**src/rtl/rv_mem_arb_pkg.sv**
```systemverilog
// Shared types and constants for the rv_cpu memory arbiter: response kinds and MMIO addresses.
package rv_mem_arb_pkg;

   typedef enum logic [2:0] {
      RESP_NONE,
      RESP_FETCH,
      RESP_LOAD,
      RESP_STORE,
      RESP_MMIO
   } resp_kind_t;

   localparam logic [31:0] MMIO_CONSOLE_ADDR = 32'h0010_0000;
   localparam logic [31:0] MMIO_DONE_ADDR    = 32'h0010_0004;

   // Byte offset within the word is irrelevant for MMIO decode.
   function automatic logic is_mmio_word(input logic [31:0] addr, input logic [31:0] base);
      return addr[31:2] == base[31:2];
   endfunction

endpackage

```
**src/rtl/rv_mem_arb_mmio.sv**
```systemverilog
// MMIO decode for the console and test-done registers with registered one-cycle strobes.
// Only instantiated when URV_MEM_ARB_MMIO_EN is defined.
module rv_mem_arb_mmio
   import rv_mem_arb_pkg::*;
(
   input  logic        clk_i,
   input  logic        rst_i,
   input  logic [31:0] dm_addr_i,
   input  logic [31:0] dm_data_s_i,
   input  logic        store_grant_i,
   output logic        store_hit_o,
   output logic        load_hit_o,
   output logic        console_valid_o,
   output logic [7:0]  console_data_o,
   output logic        test_done_o
);

   logic       con_hit;
   logic       done_hit;
   logic       console_valid_q;
   logic [7:0] console_data_q;
   logic       test_done_q;
   logic       unused_mmio_bits;

   assign con_hit  = is_mmio_word(dm_addr_i, MMIO_CONSOLE_ADDR);
   assign done_hit = is_mmio_word(dm_addr_i, MMIO_DONE_ADDR);

   // The two MMIO words cover exactly the 0x0010_0000-0x0010_0007 load window.
   assign store_hit_o = con_hit | done_hit;
   assign load_hit_o  = con_hit | done_hit;

   assign unused_mmio_bits = ^{dm_addr_i[1:0], dm_data_s_i[31:8]};

   always_ff @(posedge clk_i) begin
      if (rst_i) begin
         console_valid_q <= 1'b0;
         console_data_q  <= '0;
         test_done_q     <= 1'b0;
      end else begin
         console_valid_q <= store_grant_i & con_hit;
         test_done_q     <= store_grant_i & done_hit;
         if (store_grant_i & con_hit)
            console_data_q <= dm_data_s_i[7:0];
      end
   end

   assign console_valid_o = console_valid_q;
   assign console_data_o  = console_data_q;
   assign test_done_o     = test_done_q;

endmodule

```
**src/rtl/rv_mem_arbiter.sv**
```systemverilog
// Shares one single-port RAM between rv_cpu fetch and data ports; data wins unless fetch is starved.
// Optional MMIO console/test-done registers are enabled by defining URV_MEM_ARB_MMIO_EN.
module rv_mem_arbiter
   import rv_mem_arb_pkg::*;
#(
   parameter int ADDR_WIDTH       = 14,
   parameter int FETCH_STARVE_MAX = 4
) (
   input  logic                  clk_i,
   input  logic                  rst_i,
   input  logic [31:0]           im_addr_i,
   output logic [31:0]           im_data_o,
   output logic                  im_valid_o,
   input  logic [31:0]           dm_addr_i,
   input  logic [31:0]           dm_data_s_i,
   input  logic [3:0]            dm_data_select_i,
   input  logic                  dm_store_i,
   input  logic                  dm_load_i,
   output logic                  dm_ready_o,
   output logic [31:0]           dm_data_l_o,
   output logic                  dm_load_done_o,
   output logic                  dm_store_done_o,
   output logic [ADDR_WIDTH-1:0] ram_addr_o,
   output logic [31:0]           ram_wdata_o,
   output logic [3:0]            ram_we_o,
   input  logic [31:0]           ram_rdata_i,
   output logic                  console_valid_o,
   output logic [7:0]            console_data_o,
   output logic                  test_done_o
);

   localparam int              CW         = $clog2(FETCH_STARVE_MAX + 1);
   localparam logic [CW-1:0]   STARVE_MAX = CW'(FETCH_STARVE_MAX);

   resp_kind_t    resp_q, resp_d;
   logic [CW-1:0] starve_q, starve_d;
   logic [31:0]   im_data_q;
   logic [31:0]   dm_data_q;
   logic          starved;
   logic          data_grant;
   logic          store_grant;
   logic          mmio_store_hit;
   logic          mmio_load_hit;
   logic          unused_addr_bits;

   assign starved     = (starve_q == STARVE_MAX);
   assign data_grant  = (dm_load_i | dm_store_i) & ~starved & ~rst_i;
   assign store_grant = data_grant & dm_store_i;

   assign unused_addr_bits = ^{im_addr_i[31:ADDR_WIDTH+2], im_addr_i[1:0],
                               dm_addr_i[31:ADDR_WIDTH+2], dm_addr_i[1:0]};

`ifdef URV_MEM_ARB_MMIO_EN
   rv_mem_arb_mmio u_mmio (
      .clk_i           (clk_i),
      .rst_i           (rst_i),
      .dm_addr_i       (dm_addr_i),
      .dm_data_s_i     (dm_data_s_i),
      .store_grant_i   (store_grant),
      .store_hit_o     (mmio_store_hit),
      .load_hit_o      (mmio_load_hit),
      .console_valid_o (console_valid_o),
      .console_data_o  (console_data_o),
      .test_done_o     (test_done_o)
   );
`else
   assign mmio_store_hit  = 1'b0;
   assign mmio_load_hit   = 1'b0;
   assign console_valid_o = 1'b0;
   assign console_data_o  = '0;
   assign test_done_o     = 1'b0;
`endif

   assign dm_ready_o  = ~starved & ~rst_i;
   assign ram_addr_o  = rst_i      ? '0 :
                        data_grant ? dm_addr_i[ADDR_WIDTH+1:2] : im_addr_i[ADDR_WIDTH+1:2];
   assign ram_wdata_o = rst_i ? '0 : dm_data_s_i;
   assign ram_we_o    = (store_grant & ~mmio_store_hit) ? dm_data_select_i : 4'b0000;

   // Store beats load when both are raised; a losing fetch bumps the starve count.
   always_comb begin
      resp_d   = RESP_FETCH;
      starve_d = '0;
      if (data_grant) begin
         starve_d = starve_q + CW'(1);
         if (dm_store_i)
            resp_d = RESP_STORE;
         else if (mmio_load_hit)
            resp_d = RESP_MMIO;
         else
            resp_d = RESP_LOAD;
      end
   end

   always_ff @(posedge clk_i) begin
      if (rst_i) begin
         resp_q    <= RESP_NONE;
         starve_q  <= '0;
         im_data_q <= '0;
         dm_data_q <= '0;
      end else begin
         resp_q   <= resp_d;
         starve_q <= starve_d;
         if (resp_q == RESP_FETCH)
            im_data_q <= ram_rdata_i;
         if (resp_q == RESP_LOAD)
            dm_data_q <= ram_rdata_i;
         else if (resp_q == RESP_MMIO)
            dm_data_q <= '0;
      end
   end

   assign im_valid_o      = (resp_q == RESP_FETCH);
   assign im_data_o       = (resp_q == RESP_FETCH) ? ram_rdata_i : im_data_q;
   assign dm_load_done_o  = (resp_q == RESP_LOAD) | (resp_q == RESP_MMIO);
   assign dm_data_l_o     = (resp_q == RESP_LOAD) ? ram_rdata_i :
                            (resp_q == RESP_MMIO) ? 32'd0 : dm_data_q;
   assign dm_store_done_o = (resp_q == RESP_STORE);

endmodule

```
**config.mk**
```make
export PLATFORM = sky130hd
export DESIGN_NAME = rv_mem_arbiter
export DESIGN_NICKNAME = d
export VERILOG_FILES = /design/src/rtl/rv_mem_arb_pkg.sv /design/src/rtl/rv_mem_arb_mmio.sv /design/src/rtl/rv_mem_arbiter.sv
export SDC_FILE = /design/constraint.sdc
export NUM_CORES = 1
export LEC_CHECK = 0
export ABC_CLOCK_PERIOD_IN_PS = 1500
export CAP_MARGIN = 5
export CORE_ASPECT_RATIO = 1.2
export CORE_UTILIZATION = 30
export CTS_CLUSTER_DIAMETER = 60
export DETAILED_ROUTE_END_ITERATION = 7
export GPL_ROUTABILITY_DRIVEN = 0
export MAX_ROUTING_LAYER = met4
export PLACE_DENSITY = 0.87
export SETUP_SLACK_MARGIN = 0.4
export SYNTH_ARGS = -nofsm -noshare
export SYNTH_HDL_FRONTEND = slang
export SYNTH_HIERARCHICAL = 1
export SYNTH_SLANG_ARGS = --single-unit
```
**constraint.sdc**
```tcl
create_clock -name clk_i -period 1.5 [get_ports clk_i]
set_clock_uncertainty 0.2 [all_clocks]
set_input_delay 0.3 -clock clk_i [delete_from_list [all_inputs] [get_ports clk_i]]
set_output_delay 0.3 -clock clk_i [all_outputs]
set_load 0.1 [all_outputs]
```
* After elaboration in Yosys (flattened, before gate mapping) *
Cells that the tools add are included.

word-level totals
  memories = 0
  register bits = 70
  latch bits = 0
  RAM bits = 0
  ROM bits = 0

cells by class
  $add $sub $neg = 1
  muxes and demuxes = 9
  multiply operators = 0
  bitwise gates (word level) = 9
  divide/modulo/power cells = 0
  equality and inequality tests = 5
  shifts and indexed selects = 0
  $lt $le $gt $ge = 0
  reduce and logical (&&, ||, !) cells = 1

operator list
  operator                                        number
  2-to-1 mux 32 bit                               4
  2-to-1 mux 14 bit                               2
  == test 3 x 2 -> 1 bit (second input constant)  2
  == test 3 bit (second input constant)           2
  bitwise AND 1 bit                               4
  2-to-1 mux 4 bit                                1
  adder 3 x 1 -> 3 bit (second input constant)    1
  == test 3 x 1 -> 1 bit (second input constant)  1
  inverter 1 bit                                  3
  2-to-1 mux 1 bit                                2
  OR 1 bit                                        2
  OR reduction 2 bit                              1

* Longest topological paths before layout *
Gate-level depths: netlist of run 1.

  depth in word-level cells = 6
  gate-level depth with buffers = 6

* Worst setup path after synthesis of run 1 *
OpenSTA, ideal clock, no wires.

  path kind = register -> output
  start = register starve_q[0]
  end = output port ram_we_o[0]
  path slack = -2.203 ns
  cell stages (with the launch flop) = 5
  arrival time = 3.203 ns
  path buffers = 0
  cells stage by stage = dfxtp_1 inv_1 ha_1 a21oi_1 and3_1

between the ends
  cells in the longest elaborated chain, start to end = 6

ends and longest elaborated chain
  item                             line                   RTL
  start: declaration               rv_mem_arbiter.sv:36   logic [CW-1:0] starve_q, starve_d;
  start signal: assignment         rv_mem_arbiter.sv:103  starve_q <= starve_d;
  == test 3 bit                    rv_mem_arbiter.sv:46   assign starved = (starve_q == STARVE_MAX);
  inverter 1 bit                   rv_mem_arbiter.sv:47   assign data_grant = (dm_load_i | dm_store_i) & ~starved & ~rst_i;
  bitwise AND 1 bit (2 in series)  rv_mem_arbiter.sv:47
  bitwise AND 1 bit                rv_mem_arbiter.sv:48   assign store_grant = data_grant & dm_store_i;
  2-to-1 mux 4 bit                 rv_mem_arbiter.sv:78   assign ram_we_o = (store_grant & ~mmio_store_hit) ? dm_data_select_i : 4'b0000;
  end: declaration                 rv_mem_arbiter.sv:25   output logic [3:0] ram_we_o,

Every way passes these cells.

* Worst setup path in the final report of run 1 *
  start = register resp_q[0]
  end = output port dm_data_l_o[4]

between the ends
  cells in the longest elaborated chain, start to end = 3
  elaborated cells between the ends (all ways) = 4
  classes of those cells = eq/ne (2); mux (2)

ends and longest elaborated chain
  item                      line                   RTL
  start: declaration        rv_mem_arbiter.sv:35   resp_kind_t resp_q, resp_d;
  start signal: assignment  rv_mem_arbiter.sv:102  resp_q <= resp_d;
  == test 3 bit             rv_mem_arbiter.sv:117  (resp_q == RESP_MMIO) ? 32'd0 : dm_data_q;
  2-to-1 mux 32 bit         rv_mem_arbiter.sv:117
  2-to-1 mux 32 bit (*)     --
  end: declaration          rv_mem_arbiter.sv:20   output logic [31:0] dm_data_l_o,

Mark *: on every way between the ends. The rest lies on a longest branch, timed or not.

==> run metrics, run 1 <==
Mapped Cells=328; worst path cell trace=buf_6 -> nand2b_4 -> buf_12 -> mux2_4 -> buf_12; antenna violations before repair=1; Comb pwr share=0.512; layout cells sized above 1=0.624; root buf cell=clkbuf_16; vias per cell=4.46; Critical-path top delay cell=dfxtp_2; WL final=13.6 mm; final setup TNS=-63.51 ns; RSZ-0062 raised after global routing=yes; DR pass1 iterations=4; row cnt=42; Finish-stage setup viols=152; most used cell, CP=buf_12; most common cell after layout, fill and taps aside=buf_12; minimum clock period=2.19 ns; PortBufs=217; GRT Total Usage=0.226; post-route cell area=0.00884 mm^2; final slew viol count=0; final setup margin=-0.692 ns; maximum clock rate=0.456 GHz; total CTS buffers=9; ANT nets after route=0; final hold slack=0.157 ns; CTS Buffer Depth=2; number of global-route vias before repair=3665; DR vias=3338; Seq pwr share=0.225; type of the worst setup path=flop to output port; DR DRC count=0; Post-synth ARST share=0; # fillers=634; Yosys Warn Count=6; Final Hold Viols=0; post-synth cell types=22; Crit path largest cell delay=0.35 ns; outcome=finished with violations; register bit total from synthesis=69; Hold Crit Class=primary input to flop; Syn Area/Cell=10.6 um^2; first-pass GRT wire length=20.0 mm; Netlist Area Pre-Place=0.00346 mm^2; pin count of the biggest net entering global routing=27; Worst Path Required=1.00 ns; CTS tree=built; wire per inst=18.2 um; most frequent cells in the layout=buf_12 (124), nor2b_4 (68), mux2_4 (64), dfxtp_1 (64), clkdlybuf4s50_1 (64); sequential share of the synthesized area=0.399; Initial DRC Count=41; Worst Path Arrival=1.69 ns; PD cells=995 mW/mm^2; Switching Share=0.395; failing checks=negative setup slack; P_leak=3.84 nW; Worst Tran Pin Value=0.505 ns; crit-path max FO=11; Initial Utilization=0.311; nets@finish=726; Reg clk slew, reported paths=0.06 ns; P_int=5.32 mW; CTS H-tree lvls=3; Area growth syn-to-layout=155%; EDFF count, synth=0; die area=0.0120 mm^2; Core Util, Final=0.794; die width=100 um; Core Area=0.0111 mm^2; Final HPWL DP=9.50 mm; Max VDD drop=880 uV; Max Cap Viol=0; Boundary Pins=264; Top FF cell, synth=dfxtp_1; NetSw=3.48 mW; critical path launch point type=flop; clock power share=0.263; relative slew slack=0.663; Die H=120 um; Clock Sinks=69; Period Utilization, post-route=1.46; clk_lat worst skew=0.32 ns; grt total ovfl=0; CP endpoint kind=output port; Area after DPL=0.00762 mm^2
==> state kept, by name, summed over array words and instances, names as in the netlist <==
name       count
im_data_q     32
starve_q       3
dm_data_q     32
resp_q         2
==> final timing paths <==
path	start	endpoint	slack (ns)	depth (start not counted)
max	resp_q[0]	dm_data_l_o[4]	-0.69	5
min	rst_i	dm_data_q[9]	0.16	3
max reg2reg	resp_q[0]	im_data_q[15]	-0.22	6
min reg2reg	im_data_q[21]	im_data_q[21]	0.41	2
==> timing repair <==
action	4_1_cts	5_1_grt
gates resized for setup	75	67
hold buffers	0	0
endpoints found under the hold margin	0	0
setup buffers	15	4
gates cloned	10	2
pin swaps	8	10
endpoints found under the setup margin	186	187
==> metrics by stage <==
stage	power [mW]	instances	setup slack, ns
2_1_floorplan	4.70	337	-0.681
3_3_place_gp	6.14	700	-0.641
3_5_place_dp	6.20	700	-0.709
4_1_cts	8.72	741	-0.688
5_1_grt	9.06	748	-0.750
6_report	8.80	748	-0.692
==> power groups by stage <==
stage	sequential [mW]	combinational [mW]	clock, mW
finish	1.98	4.51	2.31
global route	1.98	4.62	2.45
CTS	1.98	4.36	2.38
detailed placement	2.02	4.18	0
global placement	2.01	4.13	0
floorplan	2.00	2.69	0
==> Yosys cell counts, types with 2 or more instances <==
cell | n | area share
nand2_1 | 29 | 0.031
and3_1 | 4 | 0.0072
dfxtp_1 | 69 | 0.40
and2_1 | 2 | 0.0036
buf_2 | 3 | 0.0043
buf_4 | 11 | 0.024
nor2_1 | 2 | 0.0022
nor2b_1 | 97 | 0.18
clkbuf_1 | 12 | 0.013
mux2_4 | 58 | 0.25
a21oi_1 | 15 | 0.022
buf_6 | 6 | 0.020
mux2_2 | 6 | 0.020
inv_1 | 5 | 0.0054
ha_1 | 2 | 0.0072
==> worst max-delay path, delay by kind of cell, from the launching register on <==
family	cells	cell delay, ns
multiplexers	1	0.33
buffers and inverters	3	0.46
flip-flops	1	0.35
AND/OR/NAND/NOR	1	0.22
==> cells by family (layout without fill, tap and decap cells) <==
| logic type | count (synthesis) | after routing | synth area share |
|---|---|---|---|
| AND/OR/NAND/NOR | 135 | 135 | 0.221 |
| flip-flops | 69 | 69 | 0.399 |
| multiplexers | 64 | 64 | 0.271 |
| buffers and inverters | 37 | 293 | 0.0661 |
| AO/OA/AOI/OAI | 19 | 19 | 0.0318 |
| adder cells (fa/ha/maj) | 2 | 2 | 0.00722 |
| other | 1 | 11 | 0.00108 |
| XOR/XNOR | 1 | 1 | 0.00253 |
==> cell type report <==
cell class | instances | area, um^2 | share of cell area
Multi-Input combinational cell | 231 | 2710 | 0.306
Tap cell | 154 | 193 | 0.0218
Antenna cell | 1 | 2.50 | 0.000283
Clock buffer | 10 | 239 | 0.0270
Clock inverter | 6 | 93.8 | 0.0106
Inverter | 5 | 25.0 | 0.00283
Sequential cell | 69 | 1390 | 0.157
Timing Repair Buffer | 272 | 4200 | 0.475
==> layer usage <==
metal | wire, um | up-vias | global-route usage
li1 | - | 1566 | -
met1 | 4660 | 1587 | 0.215
met2 | 7630 | 151 | 0.428
met3 | 805 | 34 | 0.0501
met4 | 486 | 0 | 0.0978
met5 | 0 | - | -
Note: power is estimated with default switching activity, not from simulation.
==> inputs of run 2 (changes only) <==
--- a/config.mk
+++ b/config.mk
@@ -8,8 +8,10 @@
 export ABC_CLOCK_PERIOD_IN_PS = 1500
 export CAP_MARGIN = 5
 export CORE_ASPECT_RATIO = 1.2
+export CORE_MARGIN = 2
 export CORE_UTILIZATION = 30
 export CTS_CLUSTER_DIAMETER = 60
+export CTS_CLUSTER_SIZE = 28
 export DETAILED_ROUTE_END_ITERATION = 7
 export GPL_ROUTABILITY_DRIVEN = 0
 export MAX_ROUTING_LAYER = met4
==> run 2 against run 1 <==
Effect of this change: the run still ends with negative setup slack left; routed wire length is 5.3% higher; worst hold slack improved by 0.079 ns; utilization is 1.4 points lower; total power shrank 1.3%; critical path depth stayed put; sequential cell count unchanged; critical endpoint is now dm_data_l_o[27]; clock power decreased by 6%; combinational power up 0.9%; die area rose by 3.7%.
==> run metrics, run 2 (synthesis results as in run 1) <==
outcome=finished with violations (unchanged); failing checks=negative setup slack (unchanged); critical path launch point type=flop (unchanged); DR DRC count=0 (unchanged); antenna violations before repair=0 (was 1); layout cells sized above 1=0.616 (was 0.624); R2R setup slack=-0.22 ns (about the same); worst path buffer plus inverter count=3 (unchanged); final setup TNS=-59.41 ns (was -63.51 ns); crit-path max FO=5 (was 11); worst path cell trace=nand2b_4 -> buf_12 -> buf_16 -> mux2_4 -> buf_12 (was buf_6 -> nand2b_4 -> buf_12 -> mux2_4 -> buf_12); vias per cell=4.48 (was 4.46); Final Hold Viols=0 (unchanged); most common cell after layout, fill and taps aside=buf_12 (unchanged); die area=0.0124 mm^2 (was 0.0120 mm^2); final slew viol count=0 (unchanged); Placed Cells=701 (was 700); final hold slack=0.236 ns (was 0.157 ns); total CTS buffers=9 (unchanged); ANT cells=0 (was 1); Critical-path top delay cell=dfxtp_2 (unchanged); Initial Utilization=0.304 (was 0.311); maximum clock rate=0.460 GHz (was 0.456 GHz); Top delay family on crit path=buffers and inverters (unchanged); PD cells=976 mW/mm^2 (was 995 mW/mm^2); RR Endpoint=dm_data_q[27] (was im_data_q[15]); Final HPWL DP=9.28 mm (was 9.50 mm); Hold Crit Class=primary input to flop (unchanged); GRT Total Usage=0.209 (was 0.226); Worst R2R Path Depth=6 (unchanged); PortBufs=217 (unchanged); # fillers=633 (was 634); ANT nets after route=0 (unchanged); Max Cap Viol=0 (unchanged); Min-Delay Endpoint=resp_q[1] (was dm_data_q[9]); wire per inst=19.1 um (was 18.2 um); DR pass1 iterations=4 (unchanged); Die H=122 um (was 120 um); Max VDD drop=793 uV (was 880 uV); Area growth syn-to-layout=157% (was 155%); Seq. cell area=0.00139 mm^2 (about the same); CP endpoint kind=output port (unchanged); root buf cell=clkbuf_16 (unchanged); top flop regs=dm_data_q: 32 flops, im_data_q: 32 flops, starve_q: 3 flops (unchanged); first-pass GRT wire length=19.3 mm (was 20.0 mm); Initial DRC Count=83 (was 41); Finish-stage setup viols=170 (was 152); Critical R2R Launch=resp_q[0] (unchanged); CTS tree=built (unchanged); CTS H-tree lvls=3 (unchanged); cts hold-fix bufs=0 (unchanged); clk_lat worst skew=0.33 ns (was 0.32 ns); final setup margin=-0.674 ns (was -0.692 ns); HP Start=rst_i (unchanged); DR vias=3351 (was 3338); Reg clk slew, reported paths=0.05 ns (was 0.06 ns); most used cell, CP=buf_12 (unchanged); minimum clock period=2.17 ns (was 2.19 ns); Clock Sinks=69 (unchanged); Crit path largest cell delay=0.33 ns (was 0.35 ns); grt total ovfl=0 (unchanged); RSZ-0062 raised after global routing=yes (unchanged); pin count of the biggest net entering global routing=42 (was 27); P_leak=3.85 nW (was 3.84 nW); type of the worst setup path=flop to output port (unchanged); die width=102 um (was 100 um); nets@finish=724 (was 726); fin cells=748 (unchanged); row cnt=43 (was 42); Core Area=0.0114 mm^2 (was 0.0111 mm^2); hold-critical path depth=5 (was 3); Worst Path Required=1.00 ns (about the same); number of global-route vias before repair=3660 (was 3665); multi-input logic area=0.00273 mm^2 (was 0.00271 mm^2); most frequent cells in the layout=buf_12 (134), nor2b_4 (71), dfxtp_1 (65), mux2_4 (64), clkdlybuf4s50_1 (64) (was buf_12 (124), nor2b_4 (68), mux2_4 (64), dfxtp_1 (64), clkdlybuf4s50_1 (64)); relative slew slack=0.624 (was 0.663); Worst Path Arrival=1.67 ns (was 1.69 ns); Worst Tran Pin Value=0.564 ns (was 0.505 ns); WL final=14.3 mm (was 13.6 mm); Boundary Pins=264 (unchanged); CTS Buffer Depth=2 (unchanged); Period Utilization, post-route=1.45 (was 1.46)
## run 2: final cells by class
type                       instances  area share
inverter                           5     0.00253
sequential                        69       0.156
clock inverter                     5     0.00661
timing repair buffer             270       0.478
tap                              157      0.0221
clock buffer                      11      0.0273
multi-input combinational        231       0.307
## run 2: worst max-delay path by stage
stage	from	end	slack [ns]	cells after the start
floorplan	starve_q[0]	ram_we_o[0]	-0.68	4
global placement	dm_store_i	ram_addr_o[6]	-0.61	6
detailed placement	dm_load_i	ram_addr_o[1]	-0.68	6
CTS	starve_q[1]	ram_addr_o[11]	-0.68	7
global route	starve_q[1]	ram_addr_o[12]	-0.74	7
finish	resp_q[0]	dm_data_l_o[27]	-0.67	5
## run 2: worst register-to-register path, delay by kind of cell (launching register included)
kind,cells,cell delay [ns]
buffers and inverters,3,0.42
multiplexers,1,0.33
AND/OR/NAND/NOR,2,0.32
flip-flops,1,0.33
## run 2: power breakdown
part	switching, mW	leakage [nW]	total [mW]	internal (mW)
Combinational	2.66	3.14	4.55	1.89
Sequential	0.0379	0.566	1.98	1.94
Clock	0.823	0.142	2.16	1.34
Total	3.52	3.85	8.68	5.16
## run 2: layer usage
layer  routed length [um]  part of all wire  vias to the layer above  global-route usage
met3                  827             0.058                       30              0.0482
met4                  418             0.029                        0              0.0667
li1                     -                 -                     1559                   -
met2                 8150              0.57                      154               0.380
met1                 4900              0.34                     1608               0.221
met5                    0                 0                        -                   -
## run 2: what timing repair did
item | in CTS | in global routing
cloned | 8 | 4
resized for setup | 70 | 71
endpoints found under the setup margin | 187 | 187
setup buffers | 8 | 11
pin swaps | 5 | 5
## run 2: through the flow
step	power, mW	worst slack, ns	area (um^2)	util
after floorplan	4.70	-0.681	4140	-
after global placement	6.13	-0.612	7620	0.668
after detailed placement	6.19	-0.681	7620	0.668
after CTS	8.50	-0.684	8300	0.728
after global routing	8.94	-0.738	8890	0.780
final	8.68	-0.674	8890	0.780
==> inputs of run 3 (changes only) <==
--- a/config.mk
+++ b/config.mk
@@ -5,8 +5,7 @@
 export SDC_FILE = /design/constraint.sdc
 export NUM_CORES = 1
 export LEC_CHECK = 0
-export ABC_CLOCK_PERIOD_IN_PS = 1500
-export CAP_MARGIN = 5
+export ABC_CLOCK_PERIOD_IN_PS = 2670
 export CORE_ASPECT_RATIO = 1.2
 export CORE_MARGIN = 2
 export CORE_UTILIZATION = 30
@@ -15,7 +14,7 @@
 export DETAILED_ROUTE_END_ITERATION = 7
 export GPL_ROUTABILITY_DRIVEN = 0
 export MAX_ROUTING_LAYER = met4
-export PLACE_DENSITY = 0.87
+export PLACE_DENSITY = 0.84
 export SETUP_SLACK_MARGIN = 0.4
 export SYNTH_ARGS = -nofsm -noshare
 export SYNTH_HDL_FRONTEND = slang
==> constraint.sdc (replaced) <==
create_clock -name clk_i -period 2.67 [get_ports clk_i]
set_clock_uncertainty 0.2 [all_clocks]
set_input_delay 0.534 -clock clk_i [delete_from_list [all_inputs] [get_ports clk_i]]
set_output_delay 0.534 -clock clk_i [all_outputs]
set_load 0.1 [all_outputs]
==> run 3 against run 2 <==
Effect of this change: the flow now finishes without violations; cell area fell by 8.4%; routed wire length fell by 9.3%; first-iteration DRC count rose by 13%; cell count fell by 2.1%; die area did not move; critical path type unchanged; setup slack improved by 0.95 ns; worst hold slack improved by 0.11 ns; combinational power fell by 47%; largest power group unchanged; register-to-register slack improved by 1.2 ns; global-route usage rose by 0.059 points; sequential cell count did not move; clock-buffer cell count rose by 3.
==> run metrics, run 3 (synthesis results as in run 1) <==
die area=0.0124 mm^2 (unchanged); P_leak=3.50 nW (was 3.85 nW); Core Util, Final=0.714 (was 0.780); Critical R2R Launch=resp_q[0] (unchanged); maximum clock rate=0.418 GHz; multi-input logic area=0.00237 mm^2 (was 0.00273 mm^2); pre-CTS WS=-0.00882 ns (was -0.681 ns); minimum clock period=2.39 ns; final setup margin=0.277 ns (was -0.674 ns); RSZ-0062 raised after global routing=yes (unchanged); HP Start=starve_q[0] (was rst_i); grt total ovfl=0 (unchanged); CTS tree=built (unchanged); type of the worst setup path=flop to output port (unchanged); Final HPWL DP=9.02 mm (was 9.28 mm); total CTS buffers=9 (unchanged); Core Area=0.0114 mm^2 (unchanged); Max Cap Viol=0 (unchanged); number of global-route vias before repair=3590 (was 3660); root buf cell=clkbuf_16 (unchanged); most common cell after layout, fill and taps aside=buf_12 (unchanged); final slew viol count=0 (unchanged); Period Utilization, post-route=0.896; Die H=122 um (unchanged); outcome=finished clean (was finished with violations); CTS H-tree lvls=3 (unchanged); Clock Sinks=69 (unchanged); Worst Tran Pin Value=0.550 ns (was 0.564 ns); CTS Buffer Depth=2 (unchanged); R2R setup slack=0.97 ns (was -0.22 ns); DR vias=3243 (was 3351); CP endpoint kind=output port (unchanged); Seq. cell area=0.00139 mm^2 (about the same); row cnt=43 (unchanged); Worst Path Arrival=1.66 ns (was 1.67 ns); Boundary Pins=264 (unchanged); Worst R2R Path Depth=6 (unchanged); pin count of the biggest net entering global routing=53 (was 42); DR DRC count=0 (unchanged); Area growth syn-to-layout=135% (was 157%); Worst Path Required=1.94 ns (was 1.00 ns); nets@finish=708 (was 724); DR pass1 iterations=4 (unchanged); Final Hold Viols=0 (unchanged); ANT cells=0 (unchanged); Max VDD drop=421 uV (was 793 uV); Min-Delay Endpoint=starve_q[0] (was resp_q[1]); critical path launch point type=flop (unchanged); PortBufs=217 (unchanged); layout cells sized above 1=0.523 (was 0.616); ANT nets after route=0 (unchanged); Pwr Total=4.67 mW (was 8.68 mW); Initial DRC Count=94 (was 83); Hold Crit Class=flop to flop (was primary input to flop); Finish-stage setup viols=0 (was 170); Placed Cells=689 (was 701); crit-path max FO=14 (was 5); Reg clk slew, reported paths=0.05 ns (about the same); antenna violations before repair=0 (unchanged); top flop regs=dm_data_q: 32 flops, im_data_q: 32 flops, starve_q: 3 flops (unchanged); hold-critical path depth=2 (was 5); die width=102 um (unchanged); first-pass GRT wire length=19.2 mm (was 19.3 mm); vias per cell=4.43 (was 4.48); RR Endpoint=dm_data_q[11] (was dm_data_q[27]); most frequent cells in the layout=buf_12 (124), clkdlybuf4s50_1 (96), mux2_4 (64), nor2b_1 (64), dfxtp_1 (64) (was buf_12 (134), nor2b_4 (71), dfxtp_1 (65), mux2_4 (64), clkdlybuf4s50_1 (64)); relative slew slack=0.633 (was 0.624); fin cells=732 (was 748); WL final=13.0 mm (was 14.3 mm); # fillers=727 (was 633); PD cells=573 mW/mm^2 (was 976 mW/mm^2); cts hold-fix bufs=0 (unchanged); GRT Total Usage=0.209 (about the same); clk_lat worst skew=0.32 ns (was 0.33 ns); Initial Utilization=0.304 (unchanged); wire per inst=17.7 um (was 19.1 um)
## run 3: critical path, stage by stage, from the launching register on
cell and delay [ns]:
dfxtp_2 0.34, inv_2 0.05, ha_4 0.18, a2bb2oi_4 0.16, buf_12 0.15, nand2_1 0.10
a21oi_4 0.18, buf_12 0.19
## run 3: timing repair
action | CTS | global route
endpoints found under the hold margin | 0 | 0
buffers inserted | 13 | 6
endpoints found under the setup margin | 76 | 84
gates cloned | 7 | 1
gates resized for setup | 24 | 14
pin swaps | 7 | 1
## run 3: how the worst max path moves through the flow
stage / from / end
after CTS: starve_q[1] / ram_addr_o[2]
after global routing: starve_q[0] / ram_addr_o[10]
after detailed placement: dm_load_i / ram_addr_o[8]
after global placement: dm_load_i / ram_addr_o[9]
after floorplan: rst_i / ram_wdata_o[0]
final: starve_q[0] / ram_addr_o[5]
## run 3: per-stage QoR
step | hold WS, ns | setup TNS (ns) | area (um^2)
final | 0.349 | 0 | 8150
after global placement | 0.213 | 0 | 7400
after global routing | 0.349 | 0 | 8150
after CTS | 0.310 | 0 | 8050
after floorplan | 0.206 | 0 | 3950
after detailed placement | 0.230 | -0.00882 | 7400
## run 3: power breakdown
part | internal [mW] | total, mW | switching, mW
Combinational | 0.972 | 2.42 | 1.44
Sequential | 1.09 | 1.11 | 0.0218
Clock | 0.707 | 1.14 | 0.431
## run 3: layout make-up
| class | count | share of cell area |
|---|---|---|
| Clock buffer | 14 | 0.0336 |
| Timing Repair Buffer | 254 | 0.477 |
| Sequential cell | 69 | 0.170 |
| Tap cell | 157 | 0.0241 |
| Inverter | 5 | 0.00230 |
| Multi-Input combinational cell | 231 | 0.290 |
| Clock inverter | 2 | 0.00200 |
## run 3: metal layers
metal / up-vias / share of wire / GRT usage
met5: - / 0 / -
met4: 0 / 0.028 / 0.0858
met3: 32 / 0.064 / 0.0482
met2: 153 / 0.55 / 0.379
met1: 1530 / 0.36 / 0.215
li1: 1528 / - / -
